**config.mk**
```make
export PLATFORM = sky130hd
export DESIGN_NAME = display_scan_controller
export DESIGN_NICKNAME = d
export VERILOG_FILES = /design/src/rtl/display_scan_controller.sv
export SDC_FILE = /design/constraint.sdc
export NUM_CORES = 1
export LEC_CHECK = 0
export BUFFER_PORTS_ARGS = -buffer_cell sky130_fd_sc_hd__buf_2
export CORE_ASPECT_RATIO = 0.7
export CORE_UTILIZATION = 58
export DETAILED_ROUTE_END_ITERATION = 6
export PLACE_DENSITY = 0.91
export RECOVER_POWER = 50
export SYNTH_ARGS = -nofsm -noshare
export SYNTH_HDL_FRONTEND = slang
export SYNTH_SLANG_ARGS = --single-unit
export TNS_END_PERCENT = 100
```
**constraint.sdc**
```tcl
create_clock -name clk -period 2.1 [get_ports clk]
set_clock_uncertainty 0.15 [all_clocks]
set_input_delay 0.42 -clock clk [delete_from_list [all_inputs] [get_ports clk]]
set_output_delay 0.42 -clock clk [all_outputs]
set_load 0.03 [all_outputs]
```
**src/rtl/display_scan_controller.sv**
```systemverilog
// Time-multiplexed scan driver for a 4-digit display: walks sel 0..3, blanks the
// demux at the start of every slot and latches the four digit values once per frame.
module display_scan_controller #(
    parameter int SLOT_CYCLES  = 50000,
    parameter int BLANK_CYCLES = 1000,
    parameter int CNT_W        = 16
) (
    input  logic        clk,
    input  logic        reset,
    input  logic        enable,
    input  logic [15:0] digits_in,
    output logic [1:0]  sel,
    output logic        demux_en,
    output logic [3:0]  digit_code,
    output logic        frame_done,
    output logic [1:0]  dbg_state
);

    // Handshake: none. enable is a level run/stop control sampled on every rising
    // edge; all outputs come straight from flops, so no input reaches an output
    // within the same cycle.

    typedef enum logic [1:0] {
        ST_IDLE  = 2'd0,
        ST_BLANK = 2'd1,
        ST_ON    = 2'd2
    } state_t;

    localparam logic [CNT_W-1:0] BLANK_LAST = CNT_W'(BLANK_CYCLES - 1);
    localparam logic [CNT_W-1:0] SLOT_LAST  = CNT_W'(SLOT_CYCLES - 1);

    state_t           state_q, state_d;
    logic [CNT_W-1:0] cnt_q, cnt_d;
    logic [1:0]       sel_q, sel_d;
    logic             demux_en_q, demux_en_d;
    logic [3:0]       digit_code_q, digit_code_d;
    logic             frame_done_q, frame_done_d;
    logic [15:0]      shadow_q, shadow_d;

    // sel=0 is the leftmost digit, held in the most significant nibble.
    function automatic logic [3:0] nibble_of(input logic [15:0] word, input logic [1:0] s);
        logic [3:0] n;
        case (s)
            2'd0:    n = word[15:12];
            2'd1:    n = word[11:8];
            2'd2:    n = word[7:4];
            default: n = word[3:0];
        endcase
        return n;
    endfunction

    always_comb begin
        state_d      = state_q;
        cnt_d        = cnt_q;
        sel_d        = sel_q;
        demux_en_d   = demux_en_q;
        digit_code_d = digit_code_q;
        frame_done_d = 1'b0;
        shadow_d     = shadow_q;

        case (state_q)
            ST_IDLE: begin
                demux_en_d = 1'b0;
                sel_d      = 2'd0;
                if (enable) begin
                    shadow_d     = digits_in;
                    digit_code_d = digits_in[15:12];
                    cnt_d        = '0;
                    state_d      = ST_BLANK;
                end
            end

            ST_BLANK: begin
                if (!enable) begin
                    state_d    = ST_IDLE;
                    demux_en_d = 1'b0;
                    sel_d      = 2'd0;
                    cnt_d      = '0;
                end else begin
                    cnt_d = cnt_q + 1'b1;
                    if (cnt_q == BLANK_LAST) begin
                        state_d    = ST_ON;
                        demux_en_d = 1'b1;
                    end
                end
            end

            ST_ON: begin
                // Losing enable takes priority over the slot terminal count, so a
                // partial frame can never raise frame_done.
                if (!enable) begin
                    state_d    = ST_IDLE;
                    demux_en_d = 1'b0;
                    sel_d      = 2'd0;
                    cnt_d      = '0;
                end else if (cnt_q == SLOT_LAST) begin
                    state_d    = ST_BLANK;
                    demux_en_d = 1'b0;
                    cnt_d      = '0;
                    if (sel_q == 2'd3) begin
                        sel_d        = 2'd0;
                        shadow_d     = digits_in;
                        digit_code_d = digits_in[15:12];
                        frame_done_d = 1'b1;
                    end else begin
                        sel_d        = sel_q + 2'd1;
                        digit_code_d = nibble_of(shadow_q, sel_q + 2'd1);
                    end
                end else begin
                    cnt_d = cnt_q + 1'b1;
                end
            end

            default: begin
                state_d    = ST_IDLE;
                demux_en_d = 1'b0;
                sel_d      = 2'd0;
                cnt_d      = '0;
            end
        endcase
    end

    always_ff @(posedge clk or posedge reset) begin
        if (reset) begin
            state_q      <= ST_IDLE;
            cnt_q        <= '0;
            sel_q        <= 2'd0;
            demux_en_q   <= 1'b0;
            digit_code_q <= 4'd0;
            frame_done_q <= 1'b0;
            shadow_q     <= 16'd0;
        end else begin
            state_q      <= state_d;
            cnt_q        <= cnt_d;
            sel_q        <= sel_d;
            demux_en_q   <= demux_en_d;
            digit_code_q <= digit_code_d;
            frame_done_q <= frame_done_d;
            shadow_q     <= shadow_d;
        end
    end

    assign sel        = sel_q;
    assign demux_en   = demux_en_q;
    assign digit_code = digit_code_q;
    assign frame_done = frame_done_q;
    assign dbg_state  = state_q;

endmodule

```
# Word-level counts from Yosys, hierarchy flattened
# Index checks and enable logic that the tools add are counted.
[op_classes]
n_mux = 36
n_reduce_logical = 8
n_eq_ne = 14
n_addsub = 2
[op_table]
columns = ["op", "count"]
rows = [
  ["$mux W16", 8],
  ["$pmux W16 S3", 1],
  ["$pmux W16 S2", 1],
  ["$mux W2", 9],
  ["$add A16 B1 Y16 const B", 1],
  ["$eq A16 B10 Y1 const B", 1],
  ["$eq A16 B16 Y1 const B", 1],
  ["$mux W4", 4],
  ["$pmux W4 S3", 1],
  ["$ne A2 B2 Y1 const B", 5],
  ["$mux W1", 8],
  ["$pmux W4 S2", 1],
  ["$eq A2 B2 Y1 const B", 3],
  ["$ne A3 B3 Y1 const B", 2],
  ["$pmux W2 S3", 1],
  ["$reduce_and A5 Y1", 1],
  ["$eq A2 B1 Y1 const B", 2],
  ["$logic_not A2 Y1", 2],
  ["$pmux W2 S2", 1],
  ["$reduce_and A2 Y1", 2],
  ["$reduce_and A4 Y1", 1],
  ["$reduce_and A3 Y1", 1],
  ["$add A2 B1 Y2 const B", 1],
  ["$pmux W1 S2", 1],
  ["$reduce_bool A2 Y1", 1],
]
[word_totals]
input_bits = 19
output_inout_bits = 10
wordCells = 67
reg_bits = 42

# Depth between registers and ports, before layout
# Gate-level depths: netlist of run 1.
[logic_depth]
depth_word = 7
mapped_depth = 8
depth_no_buf = 6

# Worst setup path after synthesis of run 1
# Ideal clock, no wire load.
[synth_path]
path_type = "flip-flop to flip-flop"
startpoint = "reg state_q[0], in the netlist dbg_state[0]"
endpoint = "reg shadow_q[0]"
slack_ps = -4
arrival_time_ps = 1829
setup_time_ps = 125
required_time_ps = 1825
n_path_buf = 2
period_less_slack_ps = 2104
stages_incl_launch_ff = 8
path_cell_list = "dfrtp_1 > inv_1 > ha_1 > clkbuf_2 > nand3_1 > o21ai_4 > buf_12 > mux2_4"
[synth_between]
elab_chain_cells = 3
word_cells_on_any_way = 9
cone_classes = "eq/ne: 5; mux: 1; reduce/logical: 3"
[synth_lines]
columns = ["element", "line", "rtl"]
rows = [
  ["start: declaration", "32", "state_t state_q, state_d;"],
  ["start signal: assignment", "133", "state_q <= state_d;"],
  ["$eq A2 B2 Y1 / $logic_not A2 Y1 (equally long branches)", "61", "case (state_q)"],
  ["$ne A2 B2 Y1 (no line) / $reduce_bool A2 Y1 (equally long branches)", "--", ""],
  ["$reduce_and A5 Y1 (no line)", "--", ""],
  ["end signal: assignment", "139", "shadow_q <= shadow_d;"],
  ["end: declaration", "38", "logic [15:0] shadow_q, shadow_d;"],
]
# Parallel ways exist; a longest one is shown, timed or not.
# A chain may end at the register's enable or synchronous reset.

# Final worst setup path of run 1
[layout_path]
startpoint = "reg sel_q[0], in the netlist sel[0]"
endpoint = "reg digit_code_q[1], in the netlist digit_code[1]"
[layout_between]
elab_chain_cells = 7
word_cells_on_any_way = 10
cone_classes = "add/sub: 1; eq/ne: 3; mux: 5; reduce/logical: 1"
[layout_lines]
columns = ["element", "line", "rtl"]
rows = [
  ["start: declaration", "34", "logic [1:0] sel_q, sel_d;"],
  ["start signal: assignment", "135", "sel_q <= sel_d;"],
  ["$add A2 B1 Y2", "107", "digit_code_d = nibble_of(shadow_q, sel_q + 2'd1);"],
  ["$eq A2 B2 Y1 (tied with other cells)", "43", "case (s)"],
  ["$pmux W4 S3", "43", ""],
  ["$mux W4 *", "100", "if (sel_q == 2'd3) begin"],
  ["$mux W4 *", "96", "end else if (cnt_q == SLOT_LAST) begin"],
  ["$mux W4 *", "91", "if (!enable) begin"],
  ["$pmux W4 S2 *", "61", ""],
  ["end signal: assignment", "137", "digit_code_q <= digit_code_d;"],
  ["end: declaration", "36", "logic [3:0] digit_code_q, digit_code_d;"],
]
# Mark *: on every way between the ends. The rest lies on a longest branch, timed or not. The select of a mux whose other input is x is not followed.

==> flow_metrics.tcl, run 1 <==
set metrics [dict create \
    status "complete, no violations" \
    routed_wire_length_per_instance_microns 17.5 \
    drive_gt1_share_pct 33.1 \
    row_count 19 \
    holdCritPathClass "input pin to flip-flop" \
    dieArea_sq_um 4540 \
    synth_edf_count 0 \
    critPathMostFrequentCell "mux2_2" \
    synth_cells 230 \
    portBuffers 28 \
    min-delay-start "digits_in[7]" \
    synth_top_family_by_area "simple AND/OR/NAND/NOR gates" \
    yosys_warnings 0 \
    cts_buffers 5 \
    worst-path-buf-inv 0 \
    core_region_area_sq_um 3990 \
    cp-startpoint "sel[0]$_DFFE_PP0P_" \
    first_iter_violations 281 \
    grt_overflow 0 \
    dr.pass1.iters 5 \
    ys_ff_latch 42 \
    fin_crit_sh_pct 97.1 \
    place_hpwl_mm 4.20 \
    antenna_cells 0 \
    r2r-start "sel[0]$_DFFE_PP0P_" \
    grt_pass1_vias 1803 \
    syn_area_sq_um 2480 \
    critPathRequiredTime_ns 2.14 \
    htree_levels 2 \
    p_per_area_nw_per_um2 949 \
    synth_compound_area_share_pct 14.6 \
    grt_max_degree 43 \
    global_route.peak_usage_layer "met1" \
    grt_pass1_wl_mm 9.25 \
    yosys.area_share.simple_pct 19.3 \
    worstSetupStartpointType "flip-flop" \
    crit_path_max_incr_delay_ns 0.45 \
    start_util_pct 62.0 \
    crit_arrival_ns 2.08 \
    routabilityCongestion 0.950 \
    slowest_stage "dfrtp_2" \
    cp-end-kind "flip-flop" \
    leakage_uw 0.00122 \
    synth-xor-area-share_pct 1.06 \
    final_antenna_net_count 0 \
    reg2reg_slack_ns 0.06 \
    crit_chain "ha_1 > a222oi_1 > o21ai_0 > mux2_2 > mux2_2" \
    clk-insertion-delay-late_ns 0.30 \
    clk_path_buf_depth 2 \
    p_total_uw 2730 \
    finalHoldViolations 0 \
    avgSynthCellArea_sq_um 10.8 \
    io_pins 29 \
    globalRouteMet1Util_pct 47.1 \
    fp.dieW_microns 80.1 \
    cts_tree "built" \
    fin_setup_tns_ns 0 \
    n_fill_cell 285 \
    drc_errors 0 \
    max_slew_margin_pct 31.4 \
    path_clk_slew_ns 0.08 \
    ys_seq_area_share_pct 42.4 \
    postPlaceCellArea_sq_um 2750 \
    drv_slew 0 \
    drt_wl_total_mm 5.71 \
    max_freq_ghz 0.490 \
    via_per_inst 6.22 \
    seq_area_sq_um 1050 \
    critical_path_peak_fanout 6 \
    numClockSinks 42 \
    ys_async_sr_fraction_pct 100 \
    synth_fa_ha_area_share_pct 5.05 \
    antenna_found_initial 0 \
    use_met2_pct 34.3 \
    synthMuxAreaShare_pct 13.2 \
    fin_util_pct 72.1 \
    yosysUniqueCellTypes 57 \
    syn_nets 259 \
    track_usage_pct 27.9 \
    cts-root-buf "clkbuf_8" \
    area_growth_pct 16.2 \
    crit_type "flip-flop to flip-flop" \
    final_cell_area_sq_um 2880 \
    period_needed_ns 2.04 \
    tightestPinTransition_ns 1.03 \
    use_met3_pct 5.04 \
    multi_input_area_sq_um 1320 \
    setup_viol 0 \
    ir_worst_vdd_v 0.000958 \
    vias 2034 \
    nets 303 \
    ys.flop_type "dfrtp_1" \
    cts-hold-fix-buffers 0 \
    cap_violations 0 \
    critPathTopFamily "compound AO/OA/AOI/OAI gates" \
    fp.dieH_microns 56.7 \
    holdWs_ns 0.193 \
]
==> worst paths after layout <==
| check | to | cells after the start |
|---|---|---|
| max in group asynchronous | sel[1]$_DFFE_PP0P_ | 3 |
| min in group asynchronous | shadow_q[3]$_DFFE_PP0P_ | 3 |
| min reg2reg | shadow_q[12]$_DFFE_PP0P_ | 1 |
| min | shadow_q[7]$_DFFE_PP0P_ | 2 |
| max | digit_code[1]$_DFFE_PP0P_ | 5 |
| max reg2reg | digit_code[1]$_DFFE_PP0P_ | 5 |
==> cell type report <==
| class | count | area share [%] |
|---|---|---|
| clock buffers | 6 | 2.52 |
| clock inverters | 2 | 1.30 |
| inverters | 10 | 1.30 |
| multi-input cells | 168 | 46.0 |
| flip-flops and latches | 42 | 36.6 |
| well taps | 52 | 2.26 |
| repair buffers | 47 | 10.0 |
==> where the power goes <==
group	switching, uW	total (uW)	leakage (uW)	internal [uW]
Combinational	478	941	0.000639	463
Clock	289	643	0.0000514	355
Sequential	138	1150	0.000534	1010
Total	905	2730	0.00122	1830
==> cell usage in the layout, fill, tap and decap left out, types with 3 or more instances in the layout <==
cell	instances
dfrtp_1	39
nand2b_1	5
nand2_1	13
nor3_1	3
and3_1	4
inv_1	10
a21oi_1	9
clkbuf_8	5
a222oi_1	4
buf_4	17
nand3_1	7
o21ai_0	21
dfrtp_2	3
ha_1	9
a31oi_1	3
nor2_1	8
mux2_2	14
clkbuf_1	5
nand4_1	7
mux2_4	10
buf_2	24
==> timing repair <==
item                       4_1_cts  5_1_grt
setup endpoints to repair        0       23
buffers inserted                 0        3
gates resized for setup          0        5
==> flip-flops by register name, indices dropped and copies added (netlist names) <==
register,cells
demux_en,1
frame_done,1
digit_code,4
cnt_q,16
sel,2
dbg_state,2
shadow_q,16
==> layer usage <==
layer	vias to the layer above	share of wire (%)	wire, microns
li1	948	-	-
met1	967	50	2850
met2	106	39	2230
met3	13	8.9	506
met4	0	2.1	120
met5	-	0	0
==> metrics by stage <==
stage | cells | setup slack, ns
2_1_floorplan | 230 | 0.00504
3_3_place_gp | 316 | 0.105
3_5_place_dp | 316 | 0.0239
4_1_cts | 324 | 0.0152
5_1_grt | 327 | -0.0215
6_report | 327 | 0.0599
==> cells in the mapped netlist, drive strengths merged (3+ instances only) <==
library cell / number / area, sq um
dfrtp: 42 / 1050
mux2: 24 / 308
o21ai: 22 / 121
nand2: 13 / 48.8
a21oi: 10 / 53.8
ha: 10 / 125
inv: 10 / 37.5
nand4: 8 / 65.1
nor2: 8 / 30.0
nand3: 7 / 35.0
and3: 6 / 38.8
buf: 5 / 48.8
clkbuf: 5 / 20.0
nand2b: 5 / 31.3
a222oi: 4 / 40.0
and4: 4 / 38.8
nor3: 4 / 31.3
a31oi: 3 / 18.8
and4bb: 3 / 41.3
or3: 3 / 20.0
==> cell families (layout without fill, tap and decap cells) <==
logic type,Yosys count,after routing
simple gates,74,74
compound gates,55,55
flops,42,42
mux,26,26
buf+inv,20,65
fa+ha+maj,10,10
xor+xnor,3,3
No activity file was read; power rests on OpenSTA's default activity.
==> inputs of run 2 (changes only) <==
- CORE_UTILIZATION: 58 -> 62
- PLACE_DENSITY: 0.91 -> 0.95
- clock period: 2.1 -> 2.39 ns (I/O delays scaled with it)
==> run 2 against run 1 <==
Net effect: the run now ends with DRC left; sequential cell count unchanged; combinational power shrank 15%; worst setup slack improved by 0.034 ns; critical path depth is 1 higher; total power fell by 16%; critical endpoint is now digit_code[2]$_DFFE_PP0P_.
==> flow_metrics.tcl, run 2 (synthesis gave the netlist of run 1 again) <==
set metrics [dict create \
    fin_setup_tns_ns 0 \
    routabilityCongestion 0.996 \
    clk-insertion-delay-late_ns 0.30 \
    fp.dieW_microns 77.6 \
    cts-root-buf "clkbuf_8" \
    antenna_found_initial 0 \
    grt_max_degree 43 \
    violations "DRC" \
    antenna_cells 0 \
    area_growth_pct 11.6 \
    drc_errors 4 \
    routed_wire_length_per_instance_microns 19.5 \
    dpl_worst_slack_ns 0.179 \
    htree_levels 2 \
    finalHoldViolations 0 \
    cts_buffers 5 \
    tightestPinTransition_ns 1.02 \
    clk_path_buf_depth 2 \
    grt_pass1_wl_mm 9.87 \
    io_pins 29 \
    via_per_inst 6.80 \
    final_antenna_net_count 0 \
    track_usage_pct 32.0 \
    setup_viol 0 \
    drt_wl_total_mm 6.10 \
    first_iter_violations 321 \
    crit_type "flip-flop to flip-flop" \
    portBuffers 28 \
    numClockSinks 42 \
    cts-resized-gates 0 \
    crit_arrival_ns 2.34 \
    rsz0062_at_grt "no" \
    max_slew_margin_pct 31.9 \
    fin_crit_sh_pct 96.1 \
    path_clk_slew_ns 0.08 \
    max_freq_ghz 0.436 \
    p_per_area_nw_per_um2 829 \
    cp-end-kind "flip-flop" \
    ir_worst_vdd_v 0.000709 \
    cap_violations 0 \
    row_count 18 \
    critical_path_peak_fanout 6 \
    final_common_cell "dfrtp_1" \
    drive_gt1_share_pct 28.5 \
    period_needed_ns 2.30 \
    status "finished, violations left" \
    dieArea_sq_um 4260 \
    grt_overflow 0 \
    worstSetupStartpointType "flip-flop" \
    layout_common_cells "42 x dfrtp_1, 24 x buf_2, 21 x o21ai_0, 14 x mux2_2, 13 x nand2_1" \
    place_hpwl_mm 4.39 \
    holdCritPathClass "input pin to flip-flop" \
    fp.dieH_microns 54.9 \
    critPathRequiredTime_ns 2.43 \
    fin_ws_ns 0.0942 \
    nets 291 \
    drv_slew 0 \
    vias 2129 \
    grt_pass1_vias 1920 \
    leakage_uw 0.00116 \
    cts-hold-fix-buffers 0 \
    core_region_area_sq_um 3670 \
    cts_tree "built" \
    dr.pass1.iters 7 \
    start_util_pct 67.5 \
]
run 2: cell count changes in the layout (fill, tap and decap cells not counted):
cell	before	now
clkbuf_8	5	6
clkinv_2	0	1
ha_1	9	10
ha_2	1	0
dfrtp_1	39	42
and3_2	2	1
and3_1	4	5
dfrtp_2	3	0
clkbuf_1	5	4
bufinv_16	1	0
buf_4	17	5
run 2: layout make-up:
class                      instances  area (sq um)
tap                               50          62.6
inverter                          10          37.5
sequential                        42          1050
clock buffer                       6          82.6
clock inverter                     2          12.5
fill                             225           907
multi-input combinational        168          1320
timing repair buffer              35           198
run 2: critical path, stage by stage (launching register included):
cell,delay [ns]
dfrtp_1,0.47
inv_1,0.10
ha_1,0.23
a222oi_1,0.51
o21ai_0,0.19
mux2_2,0.29
mux2_2,0.26
run 2: final timing paths:
path / slack, ns / cells past startpoint / from / endpoint
worst max-delay path: 0.09 / 6 / sel[1]$_DFFE_PP0P_ / digit_code[2]$_DFFE_PP0P_
worst min-delay path: 0.25 / 2 / digits_in[2] / shadow_q[2]$_DFFE_PP0P_
worst max register to register: 0.09 / 6 / sel[1]$_DFFE_PP0P_ / digit_code[2]$_DFFE_PP0P_
worst min register to register: 0.36 / 1 / digit_code[3]$_DFFE_PP0P_ / digit_code[3]$_DFFE_PP0P_
max in group asynchronous: 1.12 / 3 / reset / shadow_q[8]$_DFFE_PP0P_
min in group asynchronous: 0.34 / 3 / reset / dbg_state[0]$_DFFE_PP0P_
run 2: where the power goes:
part / internal, uW / total (uW) / switching, uW
Combinational: 378 / 799 / 421
Sequential: 885 / 1010 / 129
Clock: 232 / 477 / 245
run 2: what timing repair did:
item / CTS / global route
endpoints found under the setup margin: 0 / 1
endpoints found under the hold margin: 0 / 0
buffers inserted: 0 / 0
run 2: layer usage:
layer,wire length [microns],GRT usage (%),vias up
li1,-,-,929
met1,2600,44.3,1026
met2,2650,50.6,150
met3,743,7.83,24
met4,109,10.1,0
met5,0,0,-
run 2: through the flow:
step	total power [uW]	hold slack, ns	std cells	utilization (%)	area (sq um)
3_5_place_dp	1800	0.339	305	72.9	2680
2_1_floorplan	1580	0.331	230	-	2480
3_3_place_gp	1760	0.335	305	72.9	2680
5_1_grt	2410	0.243	313	75.3	2760
6_report	2290	0.250	313	75.3	2760
4_1_cts	2290	0.170	313	75.5	2770
==> inputs of run 3 (changes only) <==
- PLACE_DENSITY: 0.95 -> 0.84
==> run 3 against run 2 <==
Net effect: the run now ends clean; maximum frequency up 6.8%; first-iteration DRC count shrank 36%; sequential share of layout area grew 0.17 points; via count down 7.0%; worst setup slack improved by 0.15 ns; final cell count decreased by 0.32%; register-to-register slack improved by 0.15 ns; die area did not move; core utilization down 0.34 points; combinational power shrank 3.8%; cell area fell by 0.45%; sequential power hardly changed; critical path type unchanged.
==> flow_metrics.tcl, run 3 (synthesis gave the netlist of run 1 again) <==
set metrics [dict create \
    critPathRequiredTime_ns 2.42 \
    io_pins 29 \
    nets 290 \
    crit_path_max_incr_delay_ns 0.47 \
    cts-hold-fix-buffers 0 \
    drt_wl_total_mm 5.48 \
    fin_crit_sh_pct 90.0 \
    grt_pass1_vias 1758 \
    slowest_stage "dfrtp_1" \
    cts-root-buf "clkbuf_8" \
    n_fill_cell 266 \
    fin_setup_tns_ns 0 \
    finalHoldViolations 0 \
    postPlaceCellArea_sq_um 2670 \
    crit_type "flip-flop to flip-flop" \
    htree_levels 2 \
    status "complete, no violations" \
    final_common_cell "dfrtp_1" \
    final_antenna_net_count 0 \
    max_slew_margin_pct 30.3 \
    fp.dieH_microns 54.9 \
    fp.dieW_microns 77.6 \
    area_growth_pct 11.1 \
    cts_tree "built" \
    reg2reg_slack_ns 0.24 \
    setup_viol 0 \
    path_clk_slew_ns 0.08 \
    portBuffers 28 \
    rr_worst_depth 6 \
    min-delay-start "digits_in[1]" \
    cts_setup_buffers 0 \
    cts-resized-gates 0 \
    layout_common_cells "42 x dfrtp_1, 23 x buf_2, 21 x o21ai_0, 14 x mux2_2, 13 x nand2_1" \
    critPathMostFrequentCell "mux2_2" \
    cts_buffers 5 \
    routed_wire_length_per_instance_microns 17.6 \
    hold-path-endpoint "shadow_q[1]$_DFFE_PP0P_" \
    grt_max_degree 43 \
    final_cell_area_sq_um 2750 \
    wl_met2_mm 2.21 \
    place_hpwl_mm 4.08 \
    drv_slew 0 \
    wl_met1_mm 2.85 \
    core_region_area_sq_um 3670 \
    max_freq_ghz 0.465 \
    track_usage_pct 28.7 \
    r2r-start "sel[1]$_DFFE_PP0P_" \
    cap_violations 0 \
    via_per_inst 6.34 \
    antenna_cells 0 \
    clk-insertion-delay-late_ns 0.29 \
    row_count 18 \
    start_util_pct 67.5 \
    dr.pass1.iters 5 \
    top_layer "met4" \
    p_per_area_nw_per_um2 817 \
    period_needed_ns 2.15 \
    wl_met3_microns 418 \
    r2r_end "digit_code[1]$_DFFE_PP0P_" \
    crit_chain "inv_1 > ha_1 > a222oi_1 > o21ai_0 > mux2_2 > mux2_2" \
    grt_overflow 0 \
    cp-end-kind "flip-flop" \
    vias 1979 \
    leakage_uw 0.00116 \
    tightestPinTransition_ns 1.05 \
    drc_errors 0 \
    clk_path_buf_depth 2 \
    drive_gt1_share_pct 27.5 \
    antenna_found_initial 0 \
    rsz0062_at_grt "no" \
    holdWs_ns 0.261 \
    first_iter_violations 206 \
    routabilityCongestion 0.887 \
    grt_pass1_wl_mm 9.02 \
    dieArea_sq_um 4260 \
    holdPathStages 2 \
    ir_worst_vdd_v 0.000698 \
    crit_arrival_ns 2.18 \
    critical_path_peak_fanout 6 \
    numClockSinks 42 \
    holdCritPathClass "input pin to flip-flop" \
    worstSetupStartpointType "flip-flop" \
]
[run 3: area by class of cell]
type | instances | area (sq um) | area share [%]
multi-input cells | 168 | 1320 | 48.0
well taps | 50 | 62.6 | 2.27
clock inverters | 1 | 5.00 | 0.182
inverters | 10 | 37.5 | 1.36
clock buffers | 7 | 86.3 | 3.14
repair buffers | 34 | 189 | 6.87
flip-flops and latches | 42 | 1050 | 38.2
[run 3: routing by layer]
layer,vias up,GRT usage (%)
met2,83,40.7
li1,928,-
met1,966,43.5
met4,0,5.35
met5,-,0
met3,2,7.83
[run 3: through the flow]
stage | utilization [%] | power [uW] | std cells | worst slack [ns]
after global placement | 72.7 | 1760 | 304 | 0.336
after floorplan | - | 1580 | 230 | 0.286
after global routing | 74.9 | 2360 | 312 | 0.0576
after CTS | 75.2 | 2250 | 312 | 0.264
final | 74.9 | 2250 | 312 | 0.240
after detailed placement | 72.7 | 1790 | 304 | 0.265
[run 3: worst max path at each step]
stage / start / to / slack [ns]
6_report: sel[1]$_DFFE_PP0P_ / digit_code[1]$_DFFE_PP0P_ / 0.24
5_1_grt: dbg_state[0]$_DFFE_PP0P_ / cnt_q[14]$_DFFE_PP0P_ / 0.06
4_1_cts: dbg_state[0]$_DFFE_PP0P_ / cnt_q[14]$_DFFE_PP0P_ / 0.26
3_5_place_dp: dbg_state[0]$_DFFE_PP0P_ / cnt_q[14]$_DFFE_PP0P_ / 0.27
3_3_place_gp: sel[1]$_DFFE_PP0P_ / digit_code[1]$_DFFE_PP0P_ / 0.34
2_1_floorplan: dbg_state[0]$_DFFE_PP0P_ / shadow_q[0]$_DFFE_PP0P_ / 0.29
[run 3: critical path: cells and delay by family (launching register included)]
family / cells / cell delay (ns)
multiplexers: 2 / 0.51
buffers and inverters: 1 / 0.10
adder cells (fa/ha/maj): 1 / 0.24
AO/OA/AOI/OAI: 2 / 0.57
flip-flops: 1 / 0.47
[run 3: power breakdown]
| part | internal, uW | switching, uW | leakage (uW) |
|---|---|---|---|
| sequential | 885 | 122 | 0.000539 |
| combinational | 371 | 398 | 0.000571 |
| clock | 233 | 238 | 0.0000482 |
| total | 1490 | 758 | 0.00116 |
